### src/rtl/reg_move_sequencer.sv
// MOV8 register-to-register move sequencer: decodes 00_ddd_sss and drives one-hot
// bus-select / load strobes with setup, load and hold phases, plus a busy/done handshake.
module reg_move_sequencer #(
  parameter int SETUP_CYC = 2,
  parameter int LOAD_CYC  = 2,
  parameter int HOLD_CYC  = 1
) (
  input  logic       clk,
  input  logic       reset,
  input  logic       start,
  input  logic [7:0] instr,
  output logic [7:0] sel,
  output logic [7:0] load,
  output logic       busy,
  output logic       done,
  output logic       illegal
);

  localparam int CW = 16;

  typedef enum logic [2:0] {
    IDLE  = 3'd0,
    SETUP = 3'd1,
    LOAD  = 3'd2,
    HOLD  = 3'd3,
    DONE  = 3'd4
  } state_t;

  state_t          state_q;
  logic [CW-1:0]   cnt_q;
  logic [2:0]      dst_q;
  logic [7:0]      sel_q;
  logic [7:0]      load_q;
  logic            busy_q;
  logic            done_q;
  logic            illegal_q;

  logic            is_mov_d;
  logic [7:0]      src_sel_d;

  // A move with dst==src leaves the bus undriven so the destination is cleared.
  always_comb begin
    is_mov_d  = (instr[7:6] == 2'b00);
    src_sel_d = (instr[5:3] == instr[2:0]) ? 8'h00 : (8'h01 << instr[2:0]);
  end

  always_ff @(posedge clk) begin
    if (reset) begin
      state_q   <= IDLE;
      cnt_q     <= '0;
      dst_q     <= '0;
      sel_q     <= '0;
      load_q    <= '0;
      busy_q    <= 1'b0;
      done_q    <= 1'b0;
      illegal_q <= 1'b0;
    end else begin
      done_q    <= 1'b0;
      illegal_q <= 1'b0;
      case (state_q)
        IDLE: begin
          if (start) begin
            if (is_mov_d) begin
              state_q <= SETUP;
              cnt_q   <= CW'(SETUP_CYC - 1);
              dst_q   <= instr[5:3];
              sel_q   <= src_sel_d;
              busy_q  <= 1'b1;
            end else begin
              illegal_q <= 1'b1;
            end
          end
        end
        SETUP: begin
          if (cnt_q == '0) begin
            state_q <= LOAD;
            cnt_q   <= CW'(LOAD_CYC - 1);
            load_q  <= 8'h01 << dst_q;
          end else begin
            cnt_q <= cnt_q - 1'b1;
          end
        end
        LOAD: begin
          if (cnt_q == '0) begin
            state_q <= HOLD;
            cnt_q   <= CW'(HOLD_CYC - 1);
            load_q  <= '0;
          end else begin
            cnt_q <= cnt_q - 1'b1;
          end
        end
        HOLD: begin
          if (cnt_q == '0) begin
            state_q <= DONE;
            cnt_q   <= '0;
            sel_q   <= '0;
            done_q  <= 1'b1;
          end else begin
            cnt_q <= cnt_q - 1'b1;
          end
        end
        DONE: begin
          // busy stays high through the done cycle, so start is ignored here.
          state_q <= IDLE;
          cnt_q   <= '0;
          busy_q  <= 1'b0;
        end
        default: begin
          state_q <= IDLE;
          cnt_q   <= '0;
          sel_q   <= '0;
          load_q  <= '0;
          busy_q  <= 1'b0;
        end
      endcase
    end
  end

  assign sel     = sel_q;
  assign load    = load_q;
  assign busy    = busy_q;
  assign done    = done_q;
  assign illegal = illegal_q;

endmodule

### config.mk
export PLATFORM = sky130hd
export DESIGN_NAME = reg_move_sequencer
export DESIGN_NICKNAME = d
export VERILOG_FILES = /design/src/rtl/reg_move_sequencer.sv
export SDC_FILE = /design/constraint.sdc
export NUM_CORES = 1
export LEC_CHECK = 0
export CORE_ASPECT_RATIO = 2
export CORE_UTILIZATION = 50
export CTS_BUF_LIST = sky130_fd_sc_hd__clkbuf_16
export CTS_CLUSTER_SIZE = 28
export DETAILED_ROUTE_END_ITERATION = 8
export PLACE_DENSITY = 0.75
export SLEW_MARGIN = 15
export SYNTH_ARGS = -nofsm -noshare
export SYNTH_HDL_FRONTEND = slang
export SYNTH_SLANG_ARGS = --single-unit
### constraint.sdc
create_clock -name clk -period 3.1 [get_ports clk]
set_input_delay 0.465 -clock clk [delete_from_list [all_inputs] [get_ports clk]]
set_output_delay 0.465 -clock clk [all_outputs]
set_load 0.005 [all_outputs]
# --- After elaboration in Yosys (flattened, before gate mapping) ---
# Index checks and enable logic that the tools add are counted.
classes:
  add_sub_neg: 1
  multipliers: 0
  div_mod_pow: 0
  order_cmp: 0
  n_eq_ne: 10
  shift: 2
  n_mux: 23
  n_bitwise: 6
  reduce_logical: 15
ops:
  columns: ["cell", "n"]
  rows:
  - ["two-way mux 16 bit", 4]
  - ["one-hot mux 16 bit (3 select lines)", 1]
  - ["one-hot mux 8 bit (3 select lines)", 2]
  - ["two-way mux 8 bit", 5]
  - ["logical NOT 16 bit", 1]
  - ["<< shifter 1 x 3 -> 8 bit (first input constant)", 2]
  - ["subtractor 16 x 1 -> 16 bit (second input constant)", 1]
  - ["two-way mux 3 bit", 5]
  - ["one-hot mux 3 bit (4 select lines)", 1]
  - ["OR reduction 3 bit", 4]
  - ["inequality test 2 bit (second input constant)", 5]
  - ["AND reduction 3 bit", 3]
  - ["== test 3 x 2 -> 1 bit (second input constant)", 2]
  - ["inverter 1 bit", 6]
  - ["AND reduction 5 bit", 1]
  - ["two-way mux 1 bit", 4]
  - ["AND reduction 4 bit", 1]
  - ["OR reduction 2 bit", 2]
  - ["== test 3 x 1 -> 1 bit (second input constant)", 1]
  - ["== test 3 bit", 1]
  - ["== test 3 bit (second input constant)", 1]
  - ["logical NOT 3 bit", 1]
  - ["logical NOT 2 bit", 1]
  - ["one-hot mux 1 bit (2 select lines)", 1]
  - ["AND reduction 2 bit", 1]
word_totals:
  regBits: 41
  latch_bits: 0
  mem_bits_rw: 0
  romBits: 0
  inputBits: 11
  output_inout_bits: 19
  elab_cells: 65
  memories: 0

# --- Longest topological paths before layout ---
# Gate-level depths: netlist of the first run.
logic_depth:
  ltp_word: 5
  mapped_depth: 8
  mapped_depth_nobuf: 7

# --- Worst setup path after synthesis of the first run ---
# Ideal clock, no wire load.
synth_timing:
  path_kind: "flip-flop to flip-flop"
  startpoint: "reg cnt_q[3]"
  endpoint: "reg load_q[5], in the netlist load[5]"
  setup_ns: 0.071
  arrival_ns: 1.951
  t_required_ns: 3.029
  path_slack_ns: 1.079
  stages_incl_launch_ff: 8
  n_path_buf: 2
  period_less_slack_ns: 2.021
  path_cell_list: "dfxtp_1 > or4_4 > nor2_4 > buf_6 > a21oi_2 > buf_6 > or4_1 > a21oi_1"
synth_between:
  elab_chain_len: 3
  elab_cells_between_ends: 4
  classes_between: "eq/ne: 2; reduce/logical: 2"
synth_lines:
  columns: ["element", "line", "text"]
  rows:
  - ["start: declaration", "30", "logic [CW-1:0] cnt_q;"]
  - ["start signal: assignment", "65", "cnt_q <= CW'(SETUP_CYC - 1);"]
  - ["start signal: assignment", "77", "cnt_q <= CW'(LOAD_CYC - 1);"]
  - ["start signal: assignment", "80", "cnt_q <= cnt_q - 1'b1;"]
  - ["logical NOT 16 bit (*)", "75, 84", null]
  - ["inequality test 2 bit (no source line)", null, null]
  - ["AND reduction 3 bit (no source line) (*)", null, null]
  - ["end signal: assignment", "78", "load_q <= 8'h01 << dst_q;"]
  - ["end: declaration", "33", "logic [7:0] load_q;"]
# Every way passes the cells marked *; elsewhere a longest branch is shown, timed or not.
# A chain may end at the register's enable or synchronous reset.

# --- Worst setup path in the final report of the first run ---
layout_timing:
  startpoint: "reg cnt_q[3]"
  endpoint: "reg sel_q[1], in the netlist sel[1]"
layout_between:
  elab_chain_len: 3
layout_lines:
  columns: ["element", "line", "text"]
  rows:
  - ["logical NOT 16 bit", "93", "if (cnt_q == '0) begin"]
  - ["inequality test 2 bit (no source line)", null, null]
  - ["AND reduction 4 bit (no source line)", null, null]
  - ["end signal: assignment", "67", "sel_q <= src_sel_d;"]
  - ["end: declaration", "32", "logic [7:0] sel_q;"]
# Every way passes these cells.

==> summary.md, run 1 <==
| Metric | Value |
|---|---|
| Outcome | `finished, final reports clean` |
| First-pass DRT Iterations | `4` |
| Vias per std cell | `5.785` |
| Final Hold Fails | `0` |
| CP max stage cell | `or4_4` |
| H-tree levels | `2` |
| Routability cong. | `0.8271` |
| Cell taking the most area after synthesis | `dfxtp_1` |
| Pin count of the biggest net entering global routing | `23` |
| Setup_tns | `0 ns` |
| Fin crit share | `74.33%` |
| # setup viols final | `0` |
| Multiplexer area fraction after synthesis | `2.008%` |
| Gates resized, CTS repair | `0` |
| Die Wd | `46.66 um` |
| Core area | `3844 um2` |
| TritonCTS clock tree | `yes` |
| Synth Instances | `235` |
| Cts hold-fix bufs | `0` |
| Sw Pwr | `1129 uW` |
| Worst slew pin tran | `0.8385 ns` |
| Synthesis-to-finish area growth | `22.02%` |
| CP delay by family, top | `simple AND/OR/NAND/NOR gates` |
| Worst-path cell chain | `or4_4 -> nor2_4 -> a21oi_1 -> or4_1 -> a21oi_1` |
| XOR/XNOR Fraction of Synth Area | `5.709%` |
| IO Port Bufs | `29` |
| PnR Total Power | `2534 uW` |
| CTS root buf | `clkbuf_16` |
| Compound-Gate Fraction of Synth Area | `17.44%` |
| RSZ-0062 raised after global routing | `false` |
| Remaining antenna violation count after routing | `0` |
| Starting Density | `51.89%` |
| Post-route DRC violation count | `0` |
| Row cnt | `32` |
| Seq pwr share | `31.4%` |
| Most frequent cell on the critical path | `a21oi_1` |
| Grt total ovfl | `0` |
| Fillers | `363` |
| Crit path buf inv count | `0` |
| Syn avg cell area | `8.487 um2` |
| Main synth FF type | `dfxtp_1` |
| Post-layout min period | `2.304 ns` |
| WS Path Type | `reg2reg` |
| Clock Latency Late Sink | `0.28 ns` |
| Post-Synth Simple-Gate Area | `28.54%` |
| First-pass GRT wire length | `7458 um` |
| Switching share of power | `44.57%` |
| Distinct cell type count of the synthesized netlist | `41` |
| Met2 WL | `2475 um` |
| DRC marker count from the first detailed-route iteration | `30` |
| Share of cells above drive strength 1 | `6.130%` |
| EDFF count, synth | `0` |
| Vias in the first global route | `1704` |
| Setup Buffers After CTS | `0` |
| Synthesized area | `1994 um2` |
| Max stage delay on crit path | `0.59 ns` |
| CTS Buf Count | `5` |
| Post-synthesis sequential area ratio | `41.15%` |
| Clock Power Share | `19.0%` |
| Ant diodes | `0` |
| Crit path required time | `3.31 ns` |
| Synthesized-area fraction occupied by adder cells | `1.255%` |
| Power Dens Cells | `1041 nW/um2` |
| Slew HR | `44.10%` |
| Flops & latches, synth | `41` |
| Cell Int Power | `1405 uW` |
| Clock Pin Slew Worst Setup and Hold Paths | `0.06 ns` |
| Dpl hpwl | `3275 um` |
| Slew Viols, Final | `0` |
| CP arrival | `2.52 ns` |
| Total die area | `4261 um2` |
| Io pins | `30` |
| Top post-synthesis cells by area | `dfxtp_1, a21oi_1, o21ai_0, or4_1, xor2_1` |
| Most common cell after layout, fill and taps aside | `dfxtp_1` |
| Die Span Y | `91.32 um` |
| Clk buf depth | `2` |
| DR WL/cell | `14.35 um` |
| Maximum VDD drop | `740.4 uV` |
| Global Route Usage Sum | `23.22%` |
| Initial antenna violation count | `0` |
| Dominant combinational cell family by area after synthesis | `simple AND/OR/NAND/NOR gates` |
| Crit. End Element | `register` |
| Ys Warns | `0` |
| Vias | `1805` |
| Top-area cell type share of the netlist area | `41.15%` |
| Most frequent cells in the layout | `dfxtp_1, clkdlybuf4s50_1, a21oi_1` |
| Wire length on met3 | `123 um` |
| Final net count | `274` |
| Startpoint types | `register` |
| CP Max Fanout | `14` |
| Syn nets | `248` |
| Gate power share | `49.6%` |
| Leakage power | `0.0008642 uW` |
| Met1 wire length | `1746 um` |
| Worst Hold Margin | `0.4640 ns` |
| Total wire length | `4477 um` |
| Worst hold path type | `reg2reg` |
| Max Clock Skew | `0.004138 ns` |
| Max Cap Violations | `0` |
| Top routing layer in use | `met4` |
| Max frequency | `434.0 MHz` |
| Synth async-reset ratio | `0%` |
| Total clock sinks | `41` |
==> synth_stat cells (2+ instances only) <==
cell,count
nand3b_1,4
or3_1,2
a21o_1,2
nand3_1,8
xor2_1,11
nor3_1,9
buf_6,2
a31oi_1,2
or4_1,13
nor2b_1,3
dfxtp_1,41
nand4_1,4
inv_1,4
xnor2_1,2
ha_1,2
o21a_1,2
nand4b_1,3
nor4_1,4
buf_2,2
mux2i_1,4
a21oi_1,24
nand2b_1,7
o21ai_0,21
nand2_1,13
nor2_1,23
clkbuf_1,8
==> sequential cells by signal, indices dropped and copies added (netlist names) <==
signal / count
sel: 8
load: 8
busy: 1
state_q: 3
cnt_q: 16
done: 1
dst_q: 3
illegal: 1
==> power groups by stage <==
stage	logic, uW	clock network (uW)	registers (uW)
after floorplan	1110	0	745
after global placement	1230	0	799
after detailed placement	1250	0	801
after CTS	1260	487	791
after global routing	1420	510	816
final	1260	482	795
==> through the flow <==
stage	instances	area, um2	setup WS (ns)	util, %
final	312	2434	0.7958	63.31
after global placement	305	2301	0.6591	59.86
after global routing	312	2434	0.6660	63.31
after detailed placement	305	2301	0.5889	59.86
after CTS	312	2434	0.8100	63.31
after floorplan	235	1994	1.079	-
==> path summary, 6_finish.rpt <==
path,endpoint,from,cells after the start,slack [ns]
min,busy$_SDFFE_PP0P_,busy$_SDFFE_PP0P_,2,0.46
max reg2reg,sel[1]$_SDFFE_PP0P_,cnt_q[3]$_SDFFE_PP0P_,5,0.80
min reg2reg,busy$_SDFFE_PP0P_,busy$_SDFFE_PP0P_,2,0.46
max,sel[1]$_SDFFE_PP0P_,cnt_q[3]$_SDFFE_PP0P_,5,0.80
==> kinds of logic (layout without fill, tap and decap cells) <==
| group | count (synthesis) | count (layout) |
|---|---|---|
| and+or+nand+nor | 100 | 100 |
| DFF | 41 | 41 |
| adders and majority gates | 2 | 2 |
| AOI/OAI and AO/OA | 59 | 59 |
| xor gates and xnor gates | 13 | 13 |
| buffers and inverters | 16 | 42 |
| muxes | 4 | 4 |
==> area by class of cell <==
type	count	area, um2	area share (%)
multi-input combinational	178	1096	45.04
sequential	41	820.8	33.73
timing repair buffer	31	305.3	12.55
clock buffer	5	125.1	5.141
tap	51	63.81	2.622
inverter	4	15.01	0.6170
clock inverter	2	7.507	0.3085
==> metal layers <==
metal  track usage [%]  vias to the layer above
met5                 0                        -
met4             10.00                        0
met3             4.374                       10
met2             42.01                       32
met1             23.60                      862
li1                  -                      901
==> tightest hold or removal path, delay by kind of cell, from the launching register on <==
kind | cells | cell delay (ns)
buffers and inverters | 1 | 0.04
DFF | 1 | 0.31
AOI/OAI and AO/OA | 1 | 0.06
(Power assumes the default switching activity.)
==> inputs of run 2 (changes only) <==
==> constraint.sdc (replaced) <==
create_clock -name clk -period 2.2 [get_ports clk]
set_input_delay 0.33 -clock clk [delete_from_list [all_inputs] [get_ports clk]]
set_output_delay 0.33 -clock clk [all_outputs]
set_load 0.005 [all_outputs]
==> run 2 against run 1 <==
  * Non-clock buffer count up 19
  * Global-route usage increased by 1.8 points
  * Clock skew fell by 0.00055 ns
  * Total power rose by 55%
  * Hold slack better by 0.0048 ns
  * Setup slack got worse by 0.65 ns
  * Core utilization is 3.9 points higher
==> summary.md, run 2 (same netlist as run 1, synthesis figures left out) <==
| Metric | Value |
|---|---|
| Post-layout min period | `2.055 ns (was 2.304 ns)` |
| Fillers | `338 (was 363)` |
| Max Clock Skew | `0.003591 ns (was 0.004138 ns)` |
| CP Max Fanout | `9 (was 14)` |
| Vias in the first global route | `1831 (was 1704)` |
| Slew HR | `64.61% (was 44.10%)` |
| Pin count of the biggest net entering global routing | `21 (was 23)` |
| Starting Density | `51.89% (unchanged)` |
| Crit path required time | `2.41 ns (was 3.31 ns)` |
| Post-route DRC violation count | `0 (unchanged)` |
| Met2 Use GR | `44.56% (was 42.01%)` |
| Setup Buffers After CTS | `0 (unchanged)` |
| Startpoint types | `register (unchanged)` |
| DRC marker count from the first detailed-route iteration | `36 (was 30)` |
| Io pins | `30 (unchanged)` |
| Most common cell after layout, fill and taps aside | `dfxtp_1 (unchanged)` |
| CTS Buf Count | `5 (unchanged)` |
| H-tree levels | `2 (unchanged)` |
| Grt total ovfl | `0 (unchanged)` |
| Max reg flops | `16 (unchanged)` |
| Synthesis-to-finish area growth | `29.55% (was 22.02%)` |
| CP arrival | `2.27 ns (was 2.52 ns)` |
| RSZ-0062 raised after global routing | `false (unchanged)` |
| PnR Total Power | `3922 uW (was 2534 uW)` |
| Most frequent cells in the layout | `dfxtp_1, clkdlybuf4s50_1, a21oi_1 (unchanged)` |
| Dpl hpwl | `3508 um (was 3275 um)` |
| CP max stage cell | `or4_4 (unchanged)` |
| CTS root buf | `clkbuf_16 (unchanged)` |
| Max frequency | `486.5 MHz (was 434.0 MHz)` |
| Ant diodes | `0 (unchanged)` |
| Met1 usage | `25.16% (was 23.60%)` |
| Clock Latency Late Sink | `0.28 ns (about the same)` |
| Vias per std cell | `5.692 (was 5.785)` |
| Fin crit share | `93.43% (was 74.33%)` |
| Outcome | `finished, final reports clean (unchanged)` |
| First-pass DRT Iterations | `4 (unchanged)` |
| Crit. End Element | `register (unchanged)` |
| Worst hold path type | `reg2reg (unchanged)` |
| Global Route Usage Sum | `25.01% (was 23.22%)` |
| Share of cells above drive strength 1 | `13.21% (was 6.130%)` |
| Worst-path cell chain | `or4_4 -> nor2_4 -> a21oi_1 -> or4_1 -> a21oi_1 (unchanged)` |
| Clock Pin Slew Worst Setup and Hold Paths | `0.06 ns (about the same)` |
| Power Dens Cells | `1518 nW/um2 (was 1041 nW/um2)` |
| TritonCTS clock tree | `yes (unchanged)` |
| Max Cap Violations | `0 (unchanged)` |
| WS Path Type | `reg2reg (unchanged)` |
| Met3 Use GR | `3.579% (was 4.374%)` |
| Worst slew pin tran | `0.5309 ns (was 0.8385 ns)` |
| DR WL/cell | `14.24 um (was 14.35 um)` |
| Largest Register | `cnt_q (unchanged)` |
| Die Wd | `46.66 um (unchanged)` |
| Total clock sinks | `41 (unchanged)` |
| Row cnt | `32 (unchanged)` |
| Final Hold Fails | `0 (unchanged)` |
| Setup_tns | `0 ns (unchanged)` |
| First-pass GRT wire length | `7921 um (was 7458 um)` |
| Clk buf depth | `2 (unchanged)` |
| Core area | `3844 um2 (unchanged)` |
| Most frequent cell on the critical path | `a21oi_1 (unchanged)` |
| IO Port Bufs | `29 (unchanged)` |
| Routability cong. | `0.8010 (was 0.8271)` |
| Total wire length | `4713 um (was 4477 um)` |
| Max stage delay on crit path | `0.58 ns (was 0.59 ns)` |
| Maximum VDD drop | `939.9 uV (was 740.4 uV)` |
| Slew Viols, Final | `0 (unchanged)` |
| Busiest grt layer | `met2 (unchanged)` |
| Area of the multi-input gates | `1104 um2 (was 1096 um2)` |
| # setup viols final | `0 (unchanged)` |
| Total die area | `4261 um2 (unchanged)` |
| Register area | `820.8 um2 (unchanged)` |
| Die Span Y | `91.32 um (unchanged)` |
| Remaining antenna violation count after routing | `0 (unchanged)` |
| Vias | `1884 (was 1805)` |
| Final net count | `293 (was 274)` |
| Leakage power | `0.0009575 uW (was 0.0008642 uW)` |
| Initial antenna violation count | `0 (unchanged)` |
## run 2: changes by cell type in the layout (fill, tap and decap cells not counted), sizes merged
| cell | delta |
|---|---|
| buf | +19 |
## run 2: where the power goes
| group | switching, uW | leakage [uW] | internal, uW |
|---|---|---|---|
| registers | 207 | 0.000333 | 907 |
| logic | 1190 | 0.000556 | 939 |
| clock network | 273 | 0.0000685 | 405 |
## run 2: layout make-up
cell class,instances,area share [%]
Clock buffer,5,4.843
Clock inverter,2,0.2906
Inverter,4,0.5811
Multi-Input combinational cell,178,42.71
Sequential cell,41,31.77
Tap cell,51,2.470
Timing Repair Buffer,50,17.34
## run 2: stage by stage
stage          utilization [%]  area [um2]  std cells  hold WS, ns  setup WS, ns
6_report                 67.22        2584        331       0.4687        0.1445
5_1_grt                  67.22        2584        331       0.4985       0.02976
4_1_cts                  67.02        2576        331       0.4730       0.05999
3_5_place_dp             63.57        2444        324       0.4642       0.02869
3_3_place_gp             63.57        2444        324       0.4541       0.06345
2_1_floorplan                -        1994        235       0.4517        0.1788
## run 2: timing repair
action / CTS / global route
resized for setup: 0 / 2
endpoints found under the hold margin: 0 / 0
endpoints found under the setup margin: 0 / 6
hold buffers: 0 / 0
## run 2: routing by layer
layer / up-vias / routed length [um]
li1: 944 / -
met1: 891 / 1760
met2: 31 / 2633
met3: 18 / 105
met4: 0 / 214
met5: - / 0
## run 2: path summary, 6_finish.rpt
check / from / endpoint / slack [ns] / cells past startpoint
max: cnt_q[3]$_SDFFE_PP0P_ / sel[3]$_SDFFE_PP0P_ / 0.14 / 5
min: load[2]$_SDFFE_PP0P_ / load[2]$_SDFFE_PP0P_ / 0.47 / 2
max reg2reg: cnt_q[3]$_SDFFE_PP0P_ / sel[3]$_SDFFE_PP0P_ / 0.14 / 5
min reg2reg: load[2]$_SDFFE_PP0P_ / load[2]$_SDFFE_PP0P_ / 0.47 / 2
## run 2: worst max-delay path: cells and delay by family (launching register included)
family,cells,cell delay (ns)
AOI/OAI and AO/OA,2,0.35
DFF,1,0.33
and+or+nand+nor,3,1.31
==> inputs of run 3 (changes only) <==
--- a/config.mk
+++ b/config.mk
@@ -5,7 +5,6 @@
 export SDC_FILE = /design/constraint.sdc
 export NUM_CORES = 1
 export LEC_CHECK = 0
-export CORE_ASPECT_RATIO = 2
 export CORE_UTILIZATION = 50
 export CTS_BUF_LIST = sky130_fd_sc_hd__clkbuf_16
 export CTS_CLUSTER_SIZE = 28
==> run 3 against run 2 <==
  * Die area is 0.37% lower
  * Via count is 3.7% lower
  * Register-to-register slack worse by 0.03 ns
  * Critical path depth is 1 higher
  * Flip-flop and latch count stayed put
  * Critical path type unchanged
  * Critical endpoint is now cnt_q[0]$_SDFFE_PP0P_
  * Highest routed layer unchanged
==> summary.md, run 3 (same netlist as run 1, synthesis figures left out) <==
| Metric | Value |
|---|---|
| Startpoint types | `register (unchanged)` |
| Ant diodes | `0 (unchanged)` |
| Fin area | `2595 um2 (was 2584 um2)` |
| DR WL/cell | `13.15 um (was 14.24 um)` |
| Worst hold path type | `reg2reg (unchanged)` |
| Fillers | `329 (was 338)` |
| Leakage power | `0.0009772 uW (was 0.0009575 uW)` |
| Core area | `3744 um2 (was 3844 um2)` |
| Clock Latency Late Sink | `0.28 ns (about the same)` |
| Most frequent cells in the layout | `dfxtp_1, clkdlybuf4s50_1, nor2_1, a21oi_1, buf_4 (was dfxtp_1, clkdlybuf4s50_1, a21oi_1)` |
| Io pins | `30 (unchanged)` |
| Power Dens Cells | `1468 nW/um2 (was 1518 nW/um2)` |
| CP delay by family, top | `simple AND/OR/NAND/NOR gates (unchanged)` |
| Crit path buf inv count | `1 (was 0)` |
| Dpl hpwl | `3116 um (was 3508 um)` |
| Cts hold-fix bufs | `0 (unchanged)` |
| Slew HR | `70.17% (was 64.61%)` |
| Max Cap Violations | `0 (unchanged)` |
| Vias per std cell | `5.483 (was 5.692)` |
| First-pass DRT Iterations | `4 (unchanged)` |
| Final net count | `295 (was 293)` |
| Grt total ovfl | `0 (unchanged)` |
| Initial antenna violation count | `0 (unchanged)` |
| Post-layout min period | `2.083 ns (was 2.055 ns)` |
| Fin crit share | `94.67% (was 93.43%)` |
| Clk buf depth | `2 (unchanged)` |
| Total die area | `4245 um2 (was 4261 um2)` |
| Worst slew pin tran | `0.4440 ns (was 0.5309 ns)` |
| Die Span Y | `65.16 um (was 91.32 um)` |
| Vias | `1815 (was 1884)` |
| Max Clock Skew | `0.004894 ns (was 0.003591 ns)` |
| RSZ-0062 raised after global routing | `false (unchanged)` |
| Post-route DRC violation count | `0 (unchanged)` |
| Remaining antenna violation count after routing | `0 (unchanged)` |
| Total wire length | `4353 um (was 4713 um)` |
| CP arrival | `2.26 ns (was 2.27 ns)` |
| CP max stage cell | `or4_1 (was or4_4)` |
| Crit path required time | `2.37 ns (was 2.41 ns)` |
| Post-DP Area | `2455 um2 (was 2444 um2)` |
| Pin count of the biggest net entering global routing | `15 (was 21)` |
| Most common cell after layout, fill and taps aside | `dfxtp_1 (unchanged)` |
| CP Max Fanout | `5 (was 9)` |
| Largest Register | `cnt_q (unchanged)` |
| Slew Viols, Final | `0 (unchanged)` |
| Outcome | `finished, final reports clean (unchanged)` |
| H-tree levels | `2 (unchanged)` |
| Top routing layer in use | `met4 (unchanged)` |
| Final Hold Fails | `0 (unchanged)` |
| DRC marker count from the first detailed-route iteration | `85 (was 36)` |
| TritonCTS clock tree | `yes (unchanged)` |
| # setup viols final | `0 (unchanged)` |
| Share of cells above drive strength 1 | `13.43% (was 13.21%)` |
| Setup_tns | `0 ns (unchanged)` |
| Vias in the first global route | `1597 (was 1831)` |
| IO Port Bufs | `29 (unchanged)` |
| PnR Total Power | `3809 uW (was 3922 uW)` |
| Die Wd | `65.16 um (was 46.66 um)` |
| Synthesis-to-finish area growth | `30.11% (was 29.55%)` |
| Setup Buffers After CTS | `0 (unchanged)` |
| Maximum VDD drop | `1006 uV (was 939.9 uV)` |
| Total clock sinks | `41 (unchanged)` |
| WS Path Type | `reg2reg (unchanged)` |
| Max reg flops | `16 (unchanged)` |
| First-pass GRT wire length | `7245 um (was 7921 um)` |
| Wire length on met3 | `160 um (was 105 um)` |
| CTS root buf | `clkbuf_16 (unchanged)` |
| Worst-path cell chain | `buf_4 -> or4_1 -> nor4_1 -> nand4_1 -> mux2i_1 -> o221a_2 (was or4_4 -> nor2_4 -> a21oi_1 -> or4_1 -> a21oi_1)` |
| Clock Pin Slew Worst Setup and Hold Paths | `0.05 ns (was 0.06 ns)` |
| Met2 WL | `1841 um (was 2633 um)` |
| CTS Buf Count | `5 (unchanged)` |
| Met1 wire length | `2287 um (was 1760 um)` |
| Max frequency | `480.1 MHz (was 486.5 MHz)` |
| Max stage delay on crit path | `0.55 ns (was 0.58 ns)` |
| Row cnt | `22 (was 32)` |
| Crit. End Element | `register (unchanged)` |
| Starting Density | `53.28% (was 51.89%)` |
| Worst Hold Margin | `0.4650 ns (was 0.4687 ns)` |
| Global Route Usage Sum | `22.37% (was 25.01%)` |
| Routability cong. | `0.8400 (was 0.8010)` |
run 3: report_power, final:
| part | switching (uW) | leakage (uW) | internal, uW |
|---|---|---|---|
| registers | 169 | 0.000333 | 907 |
| logic | 1170 | 0.000567 | 885 |
| clock network | 273 | 0.0000776 | 407 |
run 3: what timing repair did:
action	in CTS	in global routing
setup endpoints to repair	0	6
hold endpoints to repair	0	0
resized for setup	0	1
run 3: layout make-up:
| cell class | instances | area (um2) | area share [%] |
|---|---|---|---|
| Clock buffer | 5 | 125.1 | 4.822 |
| Clock inverter | 3 | 11.26 | 0.4339 |
| Inverter | 4 | 15.01 | 0.5786 |
| Multi-Input combinational cell | 178 | 1100 | 42.38 |
| Sequential cell | 41 | 820.8 | 31.63 |
| Tap cell | 48 | 60.06 | 2.314 |
| Timing Repair Buffer | 52 | 462.9 | 17.84 |
run 3: per-stage QoR:
stage	worst slack [ns]	utilization, %	instances
floorplan	0.1788	-	235
global placement	0.03081	65.57	323
detailed placement	0.005049	65.57	323
CTS	0.07293	69.22	331
global route	0.01958	69.32	331
finish	0.1172	69.32	331
run 3: tightest hold or removal path: stages, from the launching register on:
cell and delay [ns]:
dfxtp_1 0.30, inv_1 0.05, a21boi_0 0.06
run 3: path summary, 6_finish.rpt:
path | slack [ns] | end | start | depth (start not counted)
hold / removal | 0.46 | busy$_SDFFE_PP0P_ | busy$_SDFFE_PP0P_ | 2
setup / recovery | 0.12 | cnt_q[0]$_SDFFE_PP0P_ | cnt_q[8]$_SDFFE_PP0P_ | 6
setup reg to reg | 0.12 | cnt_q[0]$_SDFFE_PP0P_ | cnt_q[8]$_SDFFE_PP0P_ | 6
hold reg to reg | 0.46 | busy$_SDFFE_PP0P_ | busy$_SDFFE_PP0P_ | 2
run 3: layer usage:
| layer | track usage [%] | up-vias |
|---|---|---|
| li1 | - | 946 |
| met1 | 31.38 | 829 |
| met2 | 33.33 | 34 |
| met3 | 5.208 | 6 |
| met4 | 8.152 | 0 |
| met5 | 0 | - |
